File: src/rtl/lcd_write_sequencer.sv
// rtl/lcd_write_sequencer.sv - HD44780 character LCD write sequencer with one-deep pending buffer
module lcd_write_sequencer #(
  parameter int T_SETUP_CYC = 2,
  parameter int T_PW_CYC    = 12,
  parameter int T_HOLD_CYC  = 2,
  parameter int T_EXEC_CYC  = 2000,
  parameter int T_LONG_CYC  = 82000,
  parameter int CNT_W       = 20
) (
  input  logic        clk_i,
  input  logic        rst_ni,
  input  logic [31:0] io_lcd_i,
  output logic [7:0]  lcd_data_o,
  output logic        lcd_rs_o,
  output logic        lcd_rw_o,
  output logic        lcd_en_o,
  output logic        lcd_on_o,
  output logic [31:0] lcd_status_o
);

  typedef enum logic [2:0] {
    S_IDLE,
    S_SETUP,
    S_PULSE,
    S_HOLD,
    S_WAIT
  } state_t;

  // Counter reload values: each phase lasts exactly its duration in cycles.
  localparam logic [CNT_W-1:0] SETUP_LD = CNT_W'(T_SETUP_CYC - 1);
  localparam logic [CNT_W-1:0] PW_LD    = CNT_W'(T_PW_CYC - 1);
  localparam logic [CNT_W-1:0] HOLD_LD  = CNT_W'(T_HOLD_CYC - 1);
  localparam logic [CNT_W-1:0] EXEC_LD  = CNT_W'(T_EXEC_CYC - 1);
  localparam logic [CNT_W-1:0] LONG_LD  = CNT_W'(T_LONG_CYC - 1);

  state_t           state_q, state_d;
  logic [CNT_W-1:0] cnt_q, cnt_d;
  logic             tog_q;
  logic             req;
  logic             load_act;
  logic             wait_done;
  logic             long_cmd;
  logic             cnt_zero;
  logic             act_rs_q;
  logic [7:0]       act_data_q;
  logic             pend_v_q;
  logic             pend_rs_q;
  logic [7:0]       pend_data_q;
  logic             ovr_q;
  logic [7:0]       done_q;
  logic             on_q;
  logic [31:0]      status_q;
  logic             unused_io;

  // Software signals a new request by flipping bit 30; bits not decoded here are ignored.
  assign req       = io_lcd_i[30] ^ tog_q;
  assign unused_io = ^{io_lcd_i[28:10], io_lcd_i[8]};

  // Clear display (0x01) and return home (0x02/0x03) need the long execution wait.
  assign long_cmd = !act_rs_q && ((act_data_q == 8'h01) || (act_data_q[7:1] == 7'b0000001));
  assign cnt_zero = (cnt_q == '0);

  // State register and shared phase down-counter.
  always_ff @(posedge clk_i or negedge rst_ni) begin
    if (!rst_ni) begin
      state_q <= S_IDLE;
      cnt_q   <= '0;
    end else begin
      state_q <= state_d;
      cnt_q   <= cnt_d;
    end
  end

  // Next-state logic: reload the counter on every phase entry, advance when it hits zero.
  always_comb begin
    state_d   = state_q;
    cnt_d     = cnt_q;
    load_act  = 1'b0;
    wait_done = 1'b0;
    case (state_q)
      S_IDLE: begin
        if (pend_v_q || req) begin
          state_d  = S_SETUP;
          cnt_d    = SETUP_LD;
          load_act = 1'b1;
        end
      end
      S_SETUP: begin
        if (cnt_zero) begin
          state_d = S_PULSE;
          cnt_d   = PW_LD;
        end else begin
          cnt_d = cnt_q - CNT_W'(1);
        end
      end
      S_PULSE: begin
        if (cnt_zero) begin
          state_d = S_HOLD;
          cnt_d   = HOLD_LD;
        end else begin
          cnt_d = cnt_q - CNT_W'(1);
        end
      end
      S_HOLD: begin
        if (cnt_zero) begin
          state_d = S_WAIT;
          cnt_d   = long_cmd ? LONG_LD : EXEC_LD;
        end else begin
          cnt_d = cnt_q - CNT_W'(1);
        end
      end
      S_WAIT: begin
        if (cnt_zero) begin
          state_d   = S_IDLE;
          wait_done = 1'b1;
        end else begin
          cnt_d = cnt_q - CNT_W'(1);
        end
      end
      default: state_d = S_IDLE;
    endcase
  end

  // Toggle copy for edge detection and registered panel power.
  always_ff @(posedge clk_i or negedge rst_ni) begin
    if (!rst_ni) begin
      tog_q <= 1'b0;
      on_q  <= 1'b0;
    end else begin
      tog_q <= io_lcd_i[30];
      on_q  <= io_lcd_i[31];
    end
  end

  // Active byte driven onto the pins; the pending entry is older, so it goes first.
  always_ff @(posedge clk_i or negedge rst_ni) begin
    if (!rst_ni) begin
      act_rs_q   <= 1'b0;
      act_data_q <= 8'h00;
    end else if (load_act) begin
      if (pend_v_q) begin
        act_rs_q   <= pend_rs_q;
        act_data_q <= pend_data_q;
      end else begin
        act_rs_q   <= io_lcd_i[9];
        act_data_q <= io_lcd_i[7:0];
      end
    end
  end

  // One-deep pending buffer: drained in IDLE, refilled by a request arriving that same cycle.
  always_ff @(posedge clk_i or negedge rst_ni) begin
    if (!rst_ni) begin
      pend_v_q    <= 1'b0;
      pend_rs_q   <= 1'b0;
      pend_data_q <= 8'h00;
    end else if (state_q == S_IDLE) begin
      if (pend_v_q) begin
        pend_v_q <= req;
        if (req) begin
          pend_rs_q   <= io_lcd_i[9];
          pend_data_q <= io_lcd_i[7:0];
        end
      end
    end else if (req && !pend_v_q) begin
      pend_v_q    <= 1'b1;
      pend_rs_q   <= io_lcd_i[9];
      pend_data_q <= io_lcd_i[7:0];
    end
  end

  // Sticky overrun: a dropped request beats a simultaneous clear.
  always_ff @(posedge clk_i or negedge rst_ni) begin
    if (!rst_ni) begin
      ovr_q <= 1'b0;
    end else if (req && pend_v_q && (state_q != S_IDLE)) begin
      ovr_q <= 1'b1;
    end else if (io_lcd_i[29]) begin
      ovr_q <= 1'b0;
    end
  end

  // Completed-transfer count, wrapping at 256.
  always_ff @(posedge clk_i or negedge rst_ni) begin
    if (!rst_ni) begin
      done_q <= 8'h00;
    end else if (wait_done) begin
      done_q <= done_q + 8'h01;
    end
  end

  // Registered status word read back by software.
  always_ff @(posedge clk_i or negedge rst_ni) begin
    if (!rst_ni) begin
      status_q <= 32'h0;
    end else begin
      status_q <= {16'h0, done_q, 5'h0, ovr_q, pend_v_q, (state_q != S_IDLE)};
    end
  end

  assign lcd_data_o   = act_data_q;
  assign lcd_rs_o     = act_rs_q;
  assign lcd_rw_o     = 1'b0;
  assign lcd_en_o     = (state_q == S_PULSE);
  assign lcd_on_o     = on_q;
  assign lcd_status_o = status_q;

endmodule

File: config.mk
export PLATFORM = sky130hd
export DESIGN_NAME = lcd_write_sequencer
export DESIGN_NICKNAME = d
export VERILOG_FILES = /design/src/rtl/lcd_write_sequencer.sv
export SDC_FILE = /design/constraint.sdc
export NUM_CORES = 1
export LEC_CHECK = 0
export ABC_AREA = 1
export BUFFER_PORTS_ARGS = -buffer_cell sky130_fd_sc_hd__buf_2
export CAP_MARGIN = 30
export CORE_MARGIN = 2
export CORE_UTILIZATION = 35
export DETAILED_ROUTE_END_ITERATION = 12
export HOLD_SLACK_MARGIN = 0.03
export PLACE_DENSITY = 0.64
export SYNTH_ARGS = -nofsm -noshare
export SYNTH_HDL_FRONTEND = slang
export SYNTH_SLANG_ARGS = --single-unit
File: constraint.sdc
create_clock -name clk_i -period 2.2 [get_ports clk_i]
set_clock_uncertainty 0.05 [all_clocks]
set_input_delay 0.33 -clock clk_i [delete_from_list [all_inputs] [get_ports clk_i]]
set_output_delay 0.33 -clock clk_i [all_outputs]
set_load 0.02 [all_outputs]
Yosys cells after proc, flatten, opt, wreduce, memory -nomap -nowiden
Cells that the tools add are included.

Register bits after elaboration: 64. Bits of input ports: 34. Output and inout bits: 44. Logic and storage cells: 78.

$add $sub $neg: 2. Eq/ne operators: 14. Muxes and demuxes: 32. Bitwise operators: 1. Reductions and logical operators: 17.

Operators with widths (number): $mux W20 (5); $pmux W20 S5 (1); $mux W8 (5); $logic_not A20 Y1 (1); $sub A20 B1 Y20 const B (1); $mux W17 (1); $mux W3 (5); $pmux W3 S5 (1); $mux W1 (14); $ne A2 B2 Y1 const B (7); $add A8 B1 Y8 const B (1); $eq A8 B1 Y1 const B (1); $eq A7 B1 Y1 const B (1); $eq A3 B2 Y1 const B (2); $reduce_and A3 Y1 (2); $reduce_and A5 Y1 (1); $reduce_bool A5 Y1 (1); $logic_and A1 B1 Y1 (4); $reduce_bool A2 Y1 (2); $eq A3 B1 Y1 const B (1); $eq A3 B3 Y1 const B (1); $logic_not A3 Y1 (1); $reduce_bool A3 Y1 (1); $logic_not A1 Y1 (2); 3 further kinds (4).

Longest topological paths before layout
Gate-level depths: netlist of the first run.

Depth in word-level cells: 6. Gate-level depth with buffers: 12. Gate-level depth less buffers: 12.

Worst setup path before layout of the first run
Ideal clock, no wire load.

Path type: register to register. Start: register cnt_q[0]. End: register cnt_q[18]. Setup time: 0.122 ns. Arrival: 1.473 ns. Required time: 2.028 ns. Setup slack: 0.555 ns. Stages on the path, launching flop included: 11. Path buffers: 0. Clock period less this slack: 1.645 ns. Cell sequence: dfrtp_1 inv_1 ha_1 nand3_1 nor2_2 nand3_2 nand2_4 a21oi_2 nand2_2 nand2_1 nor2_1.

Longest elaborated chain between the ends: 3. Elaborated cells on any way between the ends: 9. Those cells by class: 1 x add/sub; 1 x eq/ne; 5 x mux; 2 x reduce/logical.

Ends and longest elaborated chain: from (decl) (line 37) `logic [CNT_W-1:0] cnt_q, cnt_d;`; from (signal assigned) (line 70) `cnt_q <= cnt_d;`; $sub A20 B1 Y20 or $logic_not A20 Y1 (tied branches); $mux W20 (tied with other cells) (line 113) `if (cnt_zero) begin`; $pmux W20 S5 or $reduce_and A3 Y1 (tied branches).

Several ways; a longest one is shown, not always the timed one. The select of a mux whose other input is x is not followed. A chain may end at the register's enable or synchronous reset.

Worst setup path in the final report of the first run
Start: register cnt_q[1]. End: register cnt_q[18].

Same word-level chain as after synthesis.

==> results of run 1 <==
## flip-flops by register name, indices dropped and copies added, names as in the netlist
signal / flops
ovr_q: 1
lcd_status_o: 11
cnt_q: 20
lcd_data_o: 8
pend_v_q: 1
lcd_rs_o: 1
tog_q: 1
pend_data_q: 8
lcd_on_o: 1
done_q: 8
pend_rs_q: 1
state_q: 3
## timing repair
action / CTS / global route
hold buffers: 2 / 0
hold endpoints to repair: 65 / 0
resized for setup: 0 / 0
## cell usage after synthesis (2+ instances only)
cell and count:
buf_4 22, o21ai_1 4, a31oi_1 4, dfrtp_1 64, a21oi_2 4, nand2_4 3, nand2_2 2, buf_2 3
nor2_4 2, inv_1 55, xnor2_1 5, nor2_1 57, nand3_2 3, o22ai_1 2, ha_1 3, o21ai_0 17
mux2_2 4, o211ai_1 7, xor2_1 10, nand3_1 30, nand4_1 12, buf_6 3, nor2_2 11, nand2_1 136
inv_2 2
## how the worst min path moves through the flow
stage	endpoint	slack, ns	cells past startpoint
finish	tog_q	0.07	1
detailed placement	lcd_status_o[2]	0.32	2
CTS	tog_q	0.05	1
floorplan	cnt_q[0]	-0.02	0
global placement	lcd_status_o[2]	0.31	0
global route	tog_q	0.05	1
## layout make-up
class	count	area [sq um]	area share [%]
clock buffer	9	123.9	3.021
clock inverter	7	71.32	1.739
inverter	58	217.7	5.310
multi-input combinational	343	1678	40.92
sequential	64	1602	39.06
tap	136	170.2	4.150
timing repair buffer	41	237.7	5.798
## report_power, final
part	switching, mW	total, mW	internal (mW)
clock network	0.501	1.03	0.525
logic	0.0713	0.0908	0.0195
registers	0.00183	1.18	1.18
total	0.574	2.30	1.73
## per-layer routing
| layer | part of all wire, % | wire length, um | global-route usage, % |
|---|---|---|---|
| met4 | 1.5 | 114 | 6.203 |
| met5 | 0 | 0 | 0 |
| met3 | 4.8 | 368 | 2.943 |
| met1 | 48 | 3668 | 19.69 |
| met2 | 45 | 3461 | 21.80 |
## cells by family after synthesis
group / share of synthesized area (%)
flops: 44.05
fa+ha+maj: 1.032
compound gates: 6.572
buf+inv: 11.98
xor+xnor: 3.613
mux: 1.239
other cells: 0.1031
simple gates: 31.42
## per-stage QoR
stage	worst slack [ns]	std cells	hold slack, ns	total power, mW
2_1_floorplan	0.5547	494	-0.01559	1.281
3_3_place_gp	0.2841	640	0.3112	1.295
4_1_cts	0.2670	658	0.05207	2.329
5_1_grt	0.04992	658	0.05487	2.389
3_5_place_dp	0.2775	640	0.3160	1.297
6_report	0.2838	658	0.06847	2.300
==> impl_metrics.tcl, run 1 <==
set metrics [dict create \
    mostFrequentLayoutCell "nand2_1" \
    status "finished clean" \
    yosys-top-cells-area "dfrtp_1 44%, nand2_1 14%, nor2_1 5.9%, inv_1 5.7%, buf_4 4.5%" \
    grt-ovfl-total 0 \
    dr.pass1.iters 4 \
    dieArea_sq_um 11220 \
    cpPeakStageDelay_ns 0.44 \
    final_cell_mix "136 x nand2_1, 64 x dfrtp_1, 57 x nor2_1" \
    grt_pass1_vias 2678 \
    crit_slowest_cell "a21oi_2" \
    slew_headroom_pct 65.83 \
    p_per_area_nw_per_um2 560.9 \
    io_pins 78 \
    globalplace.congestion 0.9458 \
    cp-endpoint "cnt_q[18]" \
    reg2reg_from "cnt_q[1]" \
    critPathKind "flop to flop" \
    antenna_found_initial 0 \
    hold_path.class "input port to flop" \
    root_buffer "clkbuf_8" \
    synth_edf_count 0 \
    coreArea_sq_um 10180 \
    worstSetupStartpoint "cnt_q[1]" \
    ys_types 33 \
    wl_per_cell_um 11.57 \
    rows 37 \
    postRouteAntennaNets 0 \
    area_growth_pct 12.77 \
    syn_area_sq_um 3636 \
    drt-total-wl_um 7612 \
    worstPathArrival_ns 2.10 \
    hpwl_um 5546 \
    worstSetupPathDepth 10 \
    critPathTopFamily "simple AND/OR/NAND/NOR gates" \
    synth_largest_area_cell "dfrtp_1" \
    cts_tree "yes" \
    via_count 3005 \
    fin_util_pct 40.26 \
    grt_pass1_wl_um 12750 \
    fp.dieW_um 105.9 \
    maxCapViolCount 0 \
    path_buf_inv 1 \
    tightest_slew_ns 0.5125 \
    critPathRequiredTime_ns 2.38 \
    leakagePower_nw 2.142 \
    start_util_pct 35.70 \
    cts.path.max_buffers 2 \
    via_per_inst 4.567 \
    setup-tns-final_ns 0 \
    layout.nets 554 \
    post-route-period-util_pct 87.10 \
    syn_area_per_cell_sq_um 7.687 \
    setup_viol_count_final 0 \
    syn_inst 473 \
    stdcell_area_sq_um 4100 \
    io_buffers 35 \
    endpoint_kind "flop" \
    clk_pin_slew_ns 0.09 \
    synth_ff_type "dfrtp_1" \
    clkSinkCount 64 \
    die_h_um 105.9 \
    fillers 1081 \
    worstSetupStartpointType "flop" \
    htree_levels 3 \
    drt_iter0_drc 194 \
    grt_max_degree 65 \
    cts_buffers 9 \
    slew_violations 0 \
    yosysTopAreaCellShare_pct 44.05 \
    cts_setup_buffers 0 \
    holdCritStartpoint "io_lcd_i[30]" \
    final.min_clock_period_ns 1.916 \
    dpl_cell_area_sq_um 3885 \
    r2r-end "cnt_q[18]" \
    peakVddDrop_uv 313.4 \
    grtUsageTotal_pct 14.29 \
    ys_seq_area_share_pct 44.05 \
    reg2regPathDepth 10 \
    finalHoldViolCount 0 \
    clock_latency_ns 0.35 \
    r2r_slack_ns 0.28 \
    drive_above_1_share_pct 16.48 \
    n_antenna_cell 0 \
    clock.fmax_mhz 521.9 \
    rsz0062_at_grt "no" \
    ys_async_sr_fraction_pct 100.0 \
    ys_warn_count 0 \
    crit_chain "inv_1, ha_1, nand3_1, nor2_2, nand3_2, nand2_4, a21oi_2, nand2_2, nand2_1, nor2_1" \
    cp_max_fo 10 \
    remaining_drc_errors 0 \
    synth_seq_cells 64 \
]
Note: power is estimated with default switching activity, not from simulation.
==> run 2: changes to the inputs <==
--- a/config.mk
+++ b/config.mk
@@ -8,11 +8,14 @@
 export ABC_AREA = 1
 export BUFFER_PORTS_ARGS = -buffer_cell sky130_fd_sc_hd__buf_2
 export CAP_MARGIN = 30
+export CELL_PAD_IN_SITES_DETAIL_PLACEMENT = 1
+export CELL_PAD_IN_SITES_GLOBAL_PLACEMENT = 1
 export CORE_MARGIN = 2
 export CORE_UTILIZATION = 35
 export DETAILED_ROUTE_END_ITERATION = 12
 export HOLD_SLACK_MARGIN = 0.03
-export PLACE_DENSITY = 0.64
+export PLACE_DENSITY = 0.81
+export SLEW_MARGIN = 5
 export SYNTH_ARGS = -nofsm -noshare
 export SYNTH_HDL_FRONTEND = slang
 export SYNTH_SLANG_ARGS = --single-unit
==> run 2 against run 1 <==
Compared with the run above:
- hold slack lost 0.0021 ns
- cell area is the same
- register-to-register slack worse by 0.10 ns
- cell count unchanged
- critical path depth unchanged
- non-clock buffer count is 1 higher
- wire length is 21% higher
- total power decreased by 1.0%
- worst setup slack worse by 0.10 ns
- count of clock-buffer cells in the layout grew 3
- sequential power is essentially flat
==> impl_metrics.tcl, run 2 (synthesized netlist as in run 1, its figures left out) <==
set metrics [dict create \
    stdcell_area_sq_um 4100 \
    largest_reg_flops 20 \
    antenna_found_initial 0 \
    via_per_inst 4.746 \
    drt-total-wl_um 9205 \
    layout.nets 555 \
    cts_buffers 9 \
    wl_per_cell_um 13.99 \
    drive_above_1_share_pct 16.09 \
    postRouteAntennaNets 0 \
    start_util_pct 35.70 \
    area_growth_pct 12.77 \
    cp_max_fo 21 \
    finalHoldViolCount 0 \
    post-route-period-util_pct 91.64 \
    grt-ovfl-total 0 \
    worst_slack_ns 0.1838 \
    pwr-share-clk_pct 43.9 \
    grt_pass1_wl_um 15800 \
    htree_levels 3 \
    reg2regPathDepth 10 \
    io_buffers 35 \
    fp.dieW_um 105.9 \
    stdcell_count 658 \
    hold_path.class "input port to flop" \
    via_count 3123 \
    critPathKind "flop to flop" \
    worstSetupStartpointType "flop" \
    place_inst 641 \
    regMostFlops "cnt_q" \
    tightest_slew_ns 0.6018 \
    clock_latency_ns 0.34 \
    setup_viol_count_final 0 \
    slew_headroom_pct 59.88 \
    globalplace.congestion 0.8507 \
    rows 37 \
    endpoint_kind "flop" \
    cts.path.max_buffers 2 \
    clock.fmax_mhz 496.0 \
    peakVddDrop_uv 482.9 \
    slew_violations 0 \
    dpl_cell_area_sq_um 3892 \
    seqPwrFrac_pct 52.0 \
    final.min_clock_period_ns 2.016 \
    worstPathArrival_ns 2.24 \
    cts_tree "yes" \
    cts_setup_buffers 0 \
    whs_path_depth 1 \
    swShare_pct 23.16 \
    grt_max_degree 40 \
    hpwl_um 6903 \
    p_int_mw 1.749 \
    clkSinkCount 64 \
    fin_util_pct 40.26 \
    dieArea_sq_um 11220 \
    maxCapViolCount 0 \
    mostFrequentLayoutCell "nand2_1" \
    root_buffer "clkbuf_8" \
    rsz0062_at_grt "no" \
    n_antenna_cell 0 \
    die_h_um 105.9 \
    io_pins 78 \
    grtUsageTotal_pct 17.74 \
    hold_ws_ns 0.06641 \
    clk_pin_slew_ns 0.07 \
    grt_pass1_vias 3353 \
    coreArea_sq_um 10180 \
    status "finished clean" \
    p_per_area_nw_per_um2 555.1 \
    place_ws_ns 0.2048 \
    postCtsResizedCells 0 \
    critPathRequiredTime_ns 2.42 \
    setup-tns-final_ns 0 \
    dr.pass1.iters 4 \
    pwr-share-comb_pct 4.1 \
    hold_buffers 2 \
    final_cell_mix "136 x nand2_1, 64 x dfrtp_1, 57 x nor2_1" \
    remaining_drc_errors 0 \
    total_power_mw 2.276 \
    drt_iter0_drc 123 \
    switchingPower_mw 0.5272 \
    leakagePower_nw 2.135 \
]
-- run 2: changes by cell type in the layout (fill, tap and decap cells not counted) --
cell,delta
clkbuf_1,+2
inv_6,-1
buf_4,+1
clkinv_2,-2
clkinvlp_4,+1
clkbuf_8,+1
clkinv_4,-2
-- run 2: final timing paths --
kind,from,to,slack [ns]
setup / recovery,cnt_q[0],cnt_q[19],0.18
hold / removal,io_lcd_i[30],tog_q,0.07
setup reg to reg,cnt_q[0],cnt_q[19],0.18
hold reg to reg,done_q[7],lcd_status_o[15],0.34
max in group asynchronous,rst_ni,lcd_status_o[2],0.99
min in group asynchronous,rst_ni,lcd_status_o[8],0.48
-- run 2: area by class of cell --
type,count,area (sq um)
fill,1305,6085
timing repair buffer,42,245.2
sequential,64,1602
tap,136,170.2
clock buffer,12,145.1
inverter,58,217.7
clock inverter,3,42.54
multi-input combinational,343,1678
-- run 2: routing by layer --
layer	vias up	routed length, um	global-route usage, %
met4	0	227	6.391
met5	-	0	0
met3	18	380	4.721
met1	1508	4031	21.20
met2	71	4565	30.74
li1	1526	-	-
-- run 2: worst max-delay path: stages (launching register included) --
cell and delay (ns):
dfrtp_1 0.39, inv_1 0.20, ha_1 0.23, nand3_1 0.10
nor2_2 0.10, nand3_2 0.18, nand2_4 0.13, nand2_4 0.10
nand2_4 0.25, nor2_1 0.10, a21oi_2 0.11
-- run 2: power groups by stage --
stage | sequential [mW] | combinational (mW) | clock (mW)
6_report | 1.18 | 0.0933 | 0.998
5_1_grt | 1.18 | 0.105 | 1.08
4_1_cts | 1.18 | 0.0954 | 1.04
3_5_place_dp | 1.21 | 0.0926 | 0
3_3_place_gp | 1.21 | 0.0893 | 0
2_1_floorplan | 1.21 | 0.0704 | 0
